===== config.mk =====
export PLATFORM = sky130hd
export DESIGN_NAME = bf_table_fill
export DESIGN_NICKNAME = d
export VERILOG_FILES = /design/src/rtl/bf_table_fill.sv
export SDC_FILE = /design/constraint.sdc
export NUM_CORES = 1
export LEC_CHECK = 0
export ABC_AREA = 1
export BUFFER_PORTS_ARGS = -buffer_cell sky130_fd_sc_hd__buf_2
export CAP_MARGIN = 20
export CORE_MARGIN = 2
export CORE_UTILIZATION = 50
export CTS_CLUSTER_DIAMETER = 150
export CTS_CLUSTER_SIZE = 40
export DETAILED_ROUTE_END_ITERATION = 12
export PLACE_DENSITY = 0.82
export SYNTH_ARGS = -nofsm -noshare
export SYNTH_HDL_FRONTEND = slang
export SYNTH_SLANG_ARGS = --single-unit

===== constraint.sdc =====
create_clock -name clk -period 3.7 [get_ports clk]
set_input_delay 0 -clock clk [delete_from_list [all_inputs] [get_ports clk]]
set_output_delay 0 -clock clk [all_outputs]
set_load 0.005 [all_outputs]

===== src/rtl/bf_table_fill.sv =====
// Blowfish ExpandKey sequencer: chains 521 feistel encryptions and writes each result pair over P[] then S[] in SRAM.
// Build option: define SALT_EN to XOR the salt words into each block (EksBlowfish); otherwise the salt is ignored.
module bf_table_fill #(
  parameter int P_ARRAY_OFFSET = 4000,
  parameter int P_ENTRIES      = 18,
  parameter int S_ENTRIES      = 1024
) (
  input  logic         clk,
  input  logic         reset,
  input  logic         start,
  input  logic [127:0] salt,
  output logic         busy,
  output logic         done,
  output logic         fs_start,
  output logic [31:0]  fs_L,
  output logic [31:0]  fs_R,
  input  logic [31:0]  fs_resultL,
  input  logic [31:0]  fs_resultR,
  input  logic         fs_done,
  output logic         wr_en,
  output logic [11:0]  wr_addr,
  output logic [31:0]  wr_data
);

  localparam int         NUM_PAIRS = (P_ENTRIES + S_ENTRIES) / 2;
  localparam logic [9:0] LAST_PAIR = 10'(NUM_PAIRS - 1);

`ifdef SALT_EN
  localparam logic [31:0] SALT_MASK = '1;
`else
  localparam logic [31:0] SALT_MASK = '0;
`endif

  typedef enum logic [2:0] {
    S_IDLE, S_MIX, S_LAUNCH, S_WAIT_F, S_WR_L, S_WR_R, S_DONE
  } state_t;

  state_t      r_state;
  logic [31:0] r_L;
  logic [31:0] r_R;
  logic [9:0]  r_i;

  logic [31:0] w_wa;
  logic [31:0] w_wb;
  logic [11:0] w_addr_even;
  logic [11:0] w_addr_odd;

  // Word k of the combined table: P[] sits at the offset, S[] starts at address 0.
  function automatic logic [11:0] table_addr(input logic [10:0] k);
    if (k < 11'(P_ENTRIES))
      return 12'(P_ARRAY_OFFSET) + 12'(k);
    else
      return 12'(k) - 12'(P_ENTRIES);
  endfunction

  // Even pairs take salt words 0/1, odd pairs words 2/3.
  assign w_wa        = (r_i[0] ? salt[63:32] : salt[127:96]) & SALT_MASK;
  assign w_wb        = (r_i[0] ? salt[31:0]  : salt[95:64])  & SALT_MASK;
  assign w_addr_even = table_addr({r_i, 1'b0});
  assign w_addr_odd  = table_addr({r_i, 1'b1});

  always_ff @(posedge clk) begin
    if (reset) begin
      r_state  <= S_IDLE;
      r_L      <= '0;
      r_R      <= '0;
      r_i      <= '0;
      busy     <= 1'b0;
      done     <= 1'b0;
      fs_start <= 1'b0;
      fs_L     <= '0;
      fs_R     <= '0;
      wr_en    <= 1'b0;
      wr_addr  <= '0;
      wr_data  <= '0;
    end else begin
      fs_start <= 1'b0;
      wr_en    <= 1'b0;
      done     <= 1'b0;
      case (r_state)
        S_IDLE: begin
          if (start) begin
            r_state <= S_MIX;
            r_L     <= '0;
            r_R     <= '0;
            r_i     <= '0;
            busy    <= 1'b1;
          end
        end
        S_MIX: begin
          fs_L     <= r_L ^ w_wa;
          fs_R     <= r_R ^ w_wb;
          fs_start <= 1'b1;
          r_state  <= S_LAUNCH;
        end
        S_LAUNCH: r_state <= S_WAIT_F;
        S_WAIT_F: begin
          if (fs_done) begin
            r_L     <= fs_resultL;
            r_R     <= fs_resultR;
            wr_en   <= 1'b1;
            wr_addr <= w_addr_even;
            wr_data <= fs_resultL;
            r_state <= S_WR_L;
          end
        end
        S_WR_L: begin
          wr_en   <= 1'b1;
          wr_addr <= w_addr_odd;
          wr_data <= r_R;
          r_state <= S_WR_R;
        end
        S_WR_R: begin
          if (r_i == LAST_PAIR) begin
            done    <= 1'b1;
            busy    <= 1'b0;
            r_state <= S_DONE;
          end else begin
            r_i     <= r_i + 10'd1;
            r_state <= S_MIX;
          end
        end
        S_DONE:  r_state <= S_IDLE;
        default: r_state <= S_IDLE;
      endcase
    end
  end

endmodule


==> impl_results.md, run 1 <==
* Synth Area in Simple Gates at a little under a fifth
* Synth Area in Compound Gates at 20.7%
* Share of layout cells above drive strength 1 at 21.3%
* Crit path DAT at 2.45 ns
* Largest net degree at the start of global routing at 96
* Grt total ovfl at 0
* Peak Freq at 478 MHz
* Hold Crit Depth at 4
* Fin. Hold Viols at 0
* Largest family of logic cells by synthesized area: compound AO/OA/AOI/OAI gates
* # resized after CTS at 0
* ANT cells at 0
* Footprint of the multi-input gates at 3080 µm²
* Initial antenna violation count at 0
* Hold Startpoint: reset
* Pre-Repair DR Iteration Count at 5
* Crit share post-route at between 50% and 60%
* Hold_buf cts at 66
* Maximum VDD drop at 0.518 mV
* CP Launch Type: register
* Hold Crit Endpoint: r_state[1]
* Synth top area share at 50.0%
* Bufs on Longest Clock Path at 2
* Number of global-route vias before repair at 6913
* CTS sink count at roughly 190
* Syn Nets at ~1200
* CP endpoint kind: register
* DIE HEIGHT at 127 µm
* Cell Area, Synth at 7570 µm²
* Yosys top cell by area: dfxtp_1
* Yosys warning count at 0
* Vias post-DR at 7632
* Worst Reg-to-Reg Cells at 7
* RR Endpoint: wr_data[13]
* Slew HR at a little over a third
* P&R area growth vs syn at 28.7%
* Io pins at 308
* Mux cell area share after synthesis at 0%
* Global-route wire length before repair at 35.9 mm
* Synth Register Bits at approximately 190
* Fillers at around 1200
* Core Util, Final at 66.5%
* Setup-failing EPs final at 0
* Critical path type: register to register
* Flop-to-flop setup slack at 1.61 ns
* Initial Util at 51.7%
* Register Area at 3780 µm²
* Clock skew at 0.00939 ns
* Die X at about 130 µm
* Cell count after synthesis at ~990
* Data required, critical path at 4.06 ns
* Fin Setup TNS at 0 ns
* Residual DRC at 0
* GPL Wtd Cong at 0.898
* Worst Tran Pin Value at 0.974 ns
* Xor and xnor area share after synthesis at less than 1%
* Avg WL per Cell at 16.6 µm
* Row Count at 44
* Post-CTS setup buffers at 0
* Worst-path clk slew at 0.07 ns
* Slew Viols, Final at 0
* GRT Util Overall at approximately 28%
* Port Buffers at 179
* Detailed placement HPWL at 14.4 mm
* Core area at 14600 µm²
* Max Cap Viol at 0
* H-tree levels at 4
* Root buffer cell: clkbuf_16
* Cell area after layout at 9740 µm²
* Synth top area cells: dfxtp_1 50%, nand2_1 11%, a21oi_1 9.1%
* Die area at 16100 µm²
* Yosys cell types at 29
* CTS tree: yes
* ANT nets after route at 0
* Final nets at 1396
* RSZ-0062 raised after global routing: false
* Lkg Pwr at about 4.1 nW
* Reg-to-Reg Start: r_state[0]
* Synth Area in Adders at less than 1%
* Worst Hold Class: primary input to register
* Cell Area, Placed at 8470 µm²
* Vias per cell at 5.48
* Fin Hold WS at 0.177 ns
* Worst-path fanout max at 45
* Iteration-0 DRC count of the detailed router at between 800 and 900
* Clock latency on the worst-skew pair at approximately 0.43 ns
* Most used cells in the layout excluding fill and tap cells: 219 x nand2_1, 189 x dfxtp_1, 179 x buf_2
* Leading cell type in the layout, fill and taps excluded: nand2_1
* Mean Syn Cell Area at about 7.6 µm²
* Register area share after synthesis at 50.0%
* Routed WL at 23.1 mm
* Cell Pwr Density at 519 nW/µm²
* TritonCTS Buffers at 17
* Final min period at between 2 and 2.5 ns
* Status: finished, final reports clean
==> cells by family after synthesis <==
kind of cell	count (synthesis)
buffers and inverters	169
AOI/OAI and AO/OA	293
adders and majority gates	4
xor gates and xnor gates	7
and+or+nand+nor	330
DFF	189
==> metal layers <==
| metal | GRT usage, % | wire length, µm | vias to the layer above |
|---|---|---|---|
| li1 | - | - | 3657 |
| met1 | 38.1 | 9930 | 3464 |
| met3 | 6.32 | 2010 | 83 |
| met5 | 0 | 0 | - |
| met4 | 15.1 | 1050 | 0 |
| met2 | 42.6 | 10100 | 428 |
==> how the worst max path moves through the flow <==
| stage | slack (ns) | startpoint | endpoint | depth (start not counted) |
|---|---|---|---|---|
| after floorplan | 2.19 | r_i[0] | wr_addr[7] | 10 |
| after global placement | 1.66 | r_state[0] | wr_data[7] | 7 |
| after detailed placement | 1.61 | r_state[0] | wr_data[31] | 7 |
| after CTS | 1.61 | r_state[0] | wr_data[7] | 7 |
| after global routing | 1.41 | r_state[0] | wr_data[6] | 7 |
| final | 1.61 | r_state[0] | wr_data[13] | 7 |
==> layout make-up <==
class | count | share of cell area [%]
flip-flops and latches | 189 | 38.8
multi-input cells | 634 | 31.6
repair buffers | 254 | 17.1
clock buffers | 18 | 4.51
inverters | 100 | 3.85
well taps | 184 | 2.36
clock inverters | 14 | 1.81
==> state kept, by name, indices dropped and copies added, names as in the netlist <==
name and flops:
busy 1, done 1, fs_L 32, fs_R 32
fs_start 1, r_L 32, r_R 32, r_i 10
r_state 3, wr_addr 12, wr_data 32, wr_en 1
==> power breakdown <==
part,total (W),internal (W),switching [W]
registers,0.00230,0.00220,0.000103
clock network,0.00189,0.00104,0.000852
logic,0.000863,0.000332,0.000530
total,0.00505,0.00357,0.00149
==> worst max-delay path: stages (launching register included) <==
cell and delay [ns]:
dfxtp_1 0.50, nand3_2 0.18, nor2_4 0.12, inv_2 0.05, nand2_2 0.57, buf_12 0.29, o21ai_1 0.10, a31oi_1 0.18
==> metrics by stage <==
step	total power, W	std cells	setup slack, ns
after floorplan	0.00283	992	2.19
after global placement	0.00311	1295	1.66
after detailed placement	0.00313	1295	1.61
after CTS	0.00505	1393	1.61
after global routing	0.00526	1393	1.41
final	0.00505	1393	1.61
==> cell usage after synthesis <==
master	number
nor3b_1	1
nand2_2	13
or2_2	1
o211ai_1	4
nand3_2	2
nor2_1	32
o21ai_4	1
nor3_1	1
nor2_4	1
buf_2	18
inv_1	93
xnor2_1	1
clkbuf_1	36
xor2_1	6
o21ai_0	88
a31oi_1	34
buf_6	10
a21oi_2	8
o2111ai_1	1
nand4_1	3
nand2_1	220
ha_1	4
buf_4	1
o21ai_1	20
inv_2	7
a21oi_1	137
nand3_1	56
buf_1	4
dfxtp_1	189
(Power assumes the default switching activity.)
==> run 2: changes to the inputs <==
- CORE_UTILIZATION: 50 -> 48
- PLACE_DENSITY: 0.82 -> 0.8
- clock period: 3.7 -> 2 ns (I/O delays scaled with it)
==> run 2 against run 1 <==
Effect of this change: critical path depth up 2; worst hold slack worse by 0.073 ns; critical endpoint is now r_L[0]; combinational power up 100%; non-clock buffer count grew 15; global-route usage shrank 0.74 points; via count is the same; critical path type unchanged; cell count increased by 3.0%; sequential share of layout area down 0.91 points; clock skew increased by 0.0049 ns; routed wire length grew 1.4%.
==> impl_results.md, run 2 (synthesis results as in run 1) <==
* Detailed placement HPWL at approximately 15 mm
* GPL Wtd Cong at 0.877
* CP endpoint kind: register
* Avg WL per Cell at 16.4 µm
* Vias post-DR at 7632
* Critical path type: register to register
* Leading cell type in the layout, fill and taps excluded: nand2_1
* CTS sink count at between 150 and 200
* Row Count at 45
* Final min period at 1.85 ns
* Pre-Repair DR Iteration Count at 7
* Slew Viols, Final at 0
* Port Buffers at 179
* Worst-path fanout max at 22
* RSZ-0062 raised after global routing: false
* ANT cells at 0
* GRT Util Overall at 27.5%
* Peak Freq at around 540 MHz
* Crit share post-route at 92.6%
* Post-CTS setup buffers at 0
* Fin. Hold Viols at 0
* Data required, critical path at 2.34 ns
* TritonCTS Buffers at 17
* Io pins at 308
* Residual DRC at 0
* Worst Tran Pin Value at 0.534 ns
* Vias per cell at 5.32
* Most used cells in the layout excluding fill and tap cells: 218 x nand2_1, 187 x dfxtp_1, 179 x buf_2
* Core area at 15300 µm²
* Root buffer cell: clkbuf_16
* Initial antenna violation count at 0
* Tot Pwr at around 0.0094 W
* Worst-path clk slew at 0.08 ns
* P&R area growth vs syn at 31.9%
* Lkg Pwr at 4.26 nW
* Final nets at about 1400
* Status: finished, final reports clean
* Maximum VDD drop at 0.959 mV
* Bufs on Longest Clock Path at 2
* CP Launch Type: register
* Clock skew at 0.0143 ns
* Crit path DAT at 2.20 ns
* Largest net degree at the start of global routing at 82
* Max Cap Viol at 0
* Global-route wire length before repair at around 36 mm
* Share of layout cells above drive strength 1 at 22.5%
* Fin Setup TNS at 0 ns
* CTS tree: yes
* DIE HEIGHT at 130 µm
* H-tree levels at 4
* Iteration-0 DRC count of the detailed router at 791
* Initial Util at 49.4%
* Die area at 16800 µm²
* Slew HR at 64.2%
* Clock latency on the worst-skew pair at 0.44 ns
* Die X at 130 µm
* ANT nets after route at 0
* Worst Hold Class: primary input to register
* Number of global-route vias before repair at about 7000
* Cell Pwr Density at approximately 940 nW/µm²
* Setup-failing EPs final at 0
* Grt total ovfl at 0
* Routed WL at ~23 mm
run 2: changes by cell type in the layout (fill, tap and decap cells not counted), moves of 2 or more:
cell	previous run	this run
dfxtp_1	189	187
buf_12	3	10
clkinv_8	1	6
dfxtp_2	0	2
buf_4	6	14
bufinv_16	2	0
clkinvlp_4	3	0
run 2: timing repair:
item | CTS | global route
endpoints found under the hold margin | 99 | 0
hold buffers | 66 | 0
gates resized for setup | 0 | 3
setup endpoints to repair | 0 | 6
run 2: per-layer routing:
layer | part of all wire [%] | vias up | track usage (%)
li1 | - | 3694 | -
met1 | 43 | 3490 | 36.1
met2 | 46 | 386 | 43.6
met3 | 8.2 | 62 | 7.51
met4 | 3.1 | 0 | 10.5
met5 | 0 | - | 0
run 2: where the power goes:
group	internal [W]	total [W]	switching, W
combinational	0.000708	0.00173	0.00102
sequential	0.00406	0.00424	0.000182
clock	0.00171	0.00344	0.00172
run 2: final cells by class:
class	count	area, µm²
sequential	189	3790
timing repair buffer	269	1860
inverter	100	375
clock inverter	15	191
clock buffer	17	425
tap	211	264
multi-input combinational	634	3080
fill	1287	5330
run 2: worst paths after layout:
path	slack, ns	depth (start not counted)	to	startpoint
max	0.15	9	r_L[0]	r_state[0]
min	0.10	3	r_L[23]	reset
max reg2reg	0.15	9	r_L[0]	r_state[0]
min reg2reg	0.44	2	fs_L[28]	fs_L[28]
run 2: worst max-delay path, stage by stage, from the launching register on:
cell,delay (ns)
dfxtp_2,0.42
nand3_2,0.18
inv_2,0.13
nand2_1,0.10
nand2_2,0.10
inv_2,0.05
o21ai_4,0.20
buf_12,0.23
nand2_1,0.10
a21oi_1,0.24
run 2: per-stage QoR:
stage | util [%] | std cells | cell area (µm²) | setup WS (ns) | hold WS, ns
floorplan | - | 992 | 7570 | 0.487 | 0.148
global placement | 56.8 | 1337 | 8700 | 0.215 | 0.256
detailed placement | 56.8 | 1337 | 8700 | 0.221 | 0.258
CTS | 65.2 | 1435 | 9980 | 0.162 | 0.0926
global route | 65.2 | 1435 | 9980 | 0.0441 | 0.104
finish | 65.2 | 1435 | 9980 | 0.148 | 0.104
==> run 3: changes to the inputs <==
- CELL_PAD_IN_SITES_DETAIL_PLACEMENT: not set -> 1
- CELL_PAD_IN_SITES_GLOBAL_PLACEMENT: not set -> 1
- CORE_UTILIZATION: 48 -> 34
- PLACE_DENSITY: 0.8 -> not set
- PLACE_DENSITY_LB_ADDON: not set -> 0.1
- SLEW_MARGIN: not set -> 5
==> run 3 against run 2 <==
Effect of this change: global-route usage is 5.0 points lower; routed wire length is 12% higher; non-clock buffer count is 15 higher; count of clock-buffer cells in the layout is 3 higher; utilization is 19 points lower; maximum frequency is 3.4% higher; critical endpoint is now wr_data[29].
==> impl_results.md, run 3 (synthesis results as in run 1) <==
* Status: finished, final reports clean
* Fin Setup TNS at 0 ns
* Worst-path fanout max at 16
* Data required, critical path at approximately 2.4 ns
* Register Area at 3780 µm²
* Crit path DAT at 2.14 ns
* Io pins at approximately 310
* Fillers at approximately 2800
* H-tree levels at 4
* Footprint of the multi-input gates at 3080 µm²
* DIE HEIGHT at 153 µm
* Leading cell type in the layout, fill and taps excluded: nand2_1
* Routed WL at 26.3 mm
* Worst Hold Class: primary input to register
* Largest net degree at the start of global routing at 82
* ANT nets after route at 0
* RSZ-0062 raised after global routing: false
* Root buffer cell: clkbuf_16
* Max Cap Viol at 0
* Share of layout cells above drive strength 1 at 23.3%
* Row Count at between 50 and 60
* Fin. Hold Viols at 0
* Grt total ovfl at 0
* Initial Util at 34.7%
* Vias post-DR at 7460
* Iteration-0 DRC count of the detailed router at 450
* Final min period at 1.79 ns
* Worst-path clk slew at 0.08 ns
* Lkg Pwr at 4.33 nW
* Pre-Repair DR Iteration Count at 7
* Clock skew at 0.0159 ns
* Cell Area, Placed at 8910 µm²
* Core Util, Final at 46.6%
* Vias per cell at between 4 and 5
* Global-route wire length before repair at 41.8 mm
* Detailed placement HPWL at 18.2 mm
* Cell area after layout at 10200 µm²
* Die X at 153 µm
* Clock latency on the worst-skew pair at 0.43 ns
* GRT Util Overall at between 20 and 25%
* Maximum VDD drop at 0.455 mV
* Slew HR at 70.3%
* Final nets at 1426
* Port Buffers at 179
* Core area at 21800 µm²
* CTS tree: yes
* Cell Pwr Density at 931 nW/µm²
* Setup-failing EPs final at 0
* Critical path type: register to register
* TritonCTS Buffers at 17
* Residual DRC at 0
* CP Launch Type: register
* GPL Wtd Cong at 0.776
* CP endpoint kind: register
* Slew Viols, Final at 0
* Bufs on Longest Clock Path at 2
* Crit share post-route at 89.6%
* Number of global-route vias before repair at roughly 7500
* Avg WL per Cell at 17.3 µm
* Worst Tran Pin Value at approximately 0.44 ns
* CTS sink count at 189
* Fin Hold WS at 0.00914 ns
* Most used cells in the layout excluding fill and tap cells: 219 x nand2_1, 188 x dfxtp_1, 178 x buf_2
* ANT cells at 0
* Initial antenna violation count at 0
* Die area at roughly 23000 µm²
* P&R area growth vs syn at 34.3%
* Peak Freq at 558 MHz
run 3: changes by cell type in the layout (fill, tap and decap cells not counted), moves of 2 or more:
cell,before,now
buf_4,14,29
clkinv_8,6,1
clkbuf_8,0,3
clkinv_2,0,2
inv_8,3,1
run 3: metrics by stage:
step	power (W)	std cells	setup slack [ns]
2_1_floorplan	0.00524	992	0.487
3_3_place_gp	0.00601	1421	0.237
3_5_place_dp	0.00604	1421	0.187
4_1_cts	0.00958	1519	0.163
5_1_grt	0.00998	1519	0.0233
6_report	0.00947	1519	0.209
run 3: layout make-up:
| class | count | share of cell area (%) |
|---|---|---|
| Clock buffer | 20 | 4.59 |
| Clock inverter | 12 | 1.25 |
| Inverter | 100 | 3.69 |
| Multi-Input combinational cell | 634 | 30.2 |
| Sequential cell | 189 | 37.2 |
| Tap cell | 280 | 3.44 |
| Timing Repair Buffer | 284 | 19.6 |
run 3: path summary, 6_finish.rpt:
check	from	to	slack [ns]	cells after the start
min	reset	r_state[1]	0.009	4
max reg2reg	r_state[1]	wr_data[29]	0.21	8
max	r_state[1]	wr_data[29]	0.21	8
min reg2reg	fs_L[30]	fs_L[30]	0.44	2
run 3: worst max-delay path, cell delays in order, from the launching register on:
cell and delay (ns):
dfxtp_1 0.50, nand3_2 0.19, nor2_4 0.16, inv_2 0.06, nand2_2 0.20, buf_12 0.19
buf_4 0.16, o21ai_0 0.08, a31oi_1 0.17
run 3: power breakdown:
group / internal [W] / switching [W]
Combinational: 0.000747 / 0.00105
Clock: 0.00186 / 0.00158
Sequential: 0.00406 / 0.000175
Total: 0.00666 / 0.00281
run 3: timing repair:
action | CTS | global route
endpoints found under the hold margin | 99 | 0
gates resized for setup | 0 | 1
setup buffers | 0 | 0
endpoints found under the setup margin | 0 | 1
hold buffers | 66 | 0
run 3: routing by layer:
layer	track usage, %	wire length [µm]	vias up
met3	3.63	1080	35
met1	31.1	12400	3540
met4	7.94	635	0
met5	0	0	-
li1	-	-	3714
met2	35.7	12200	171
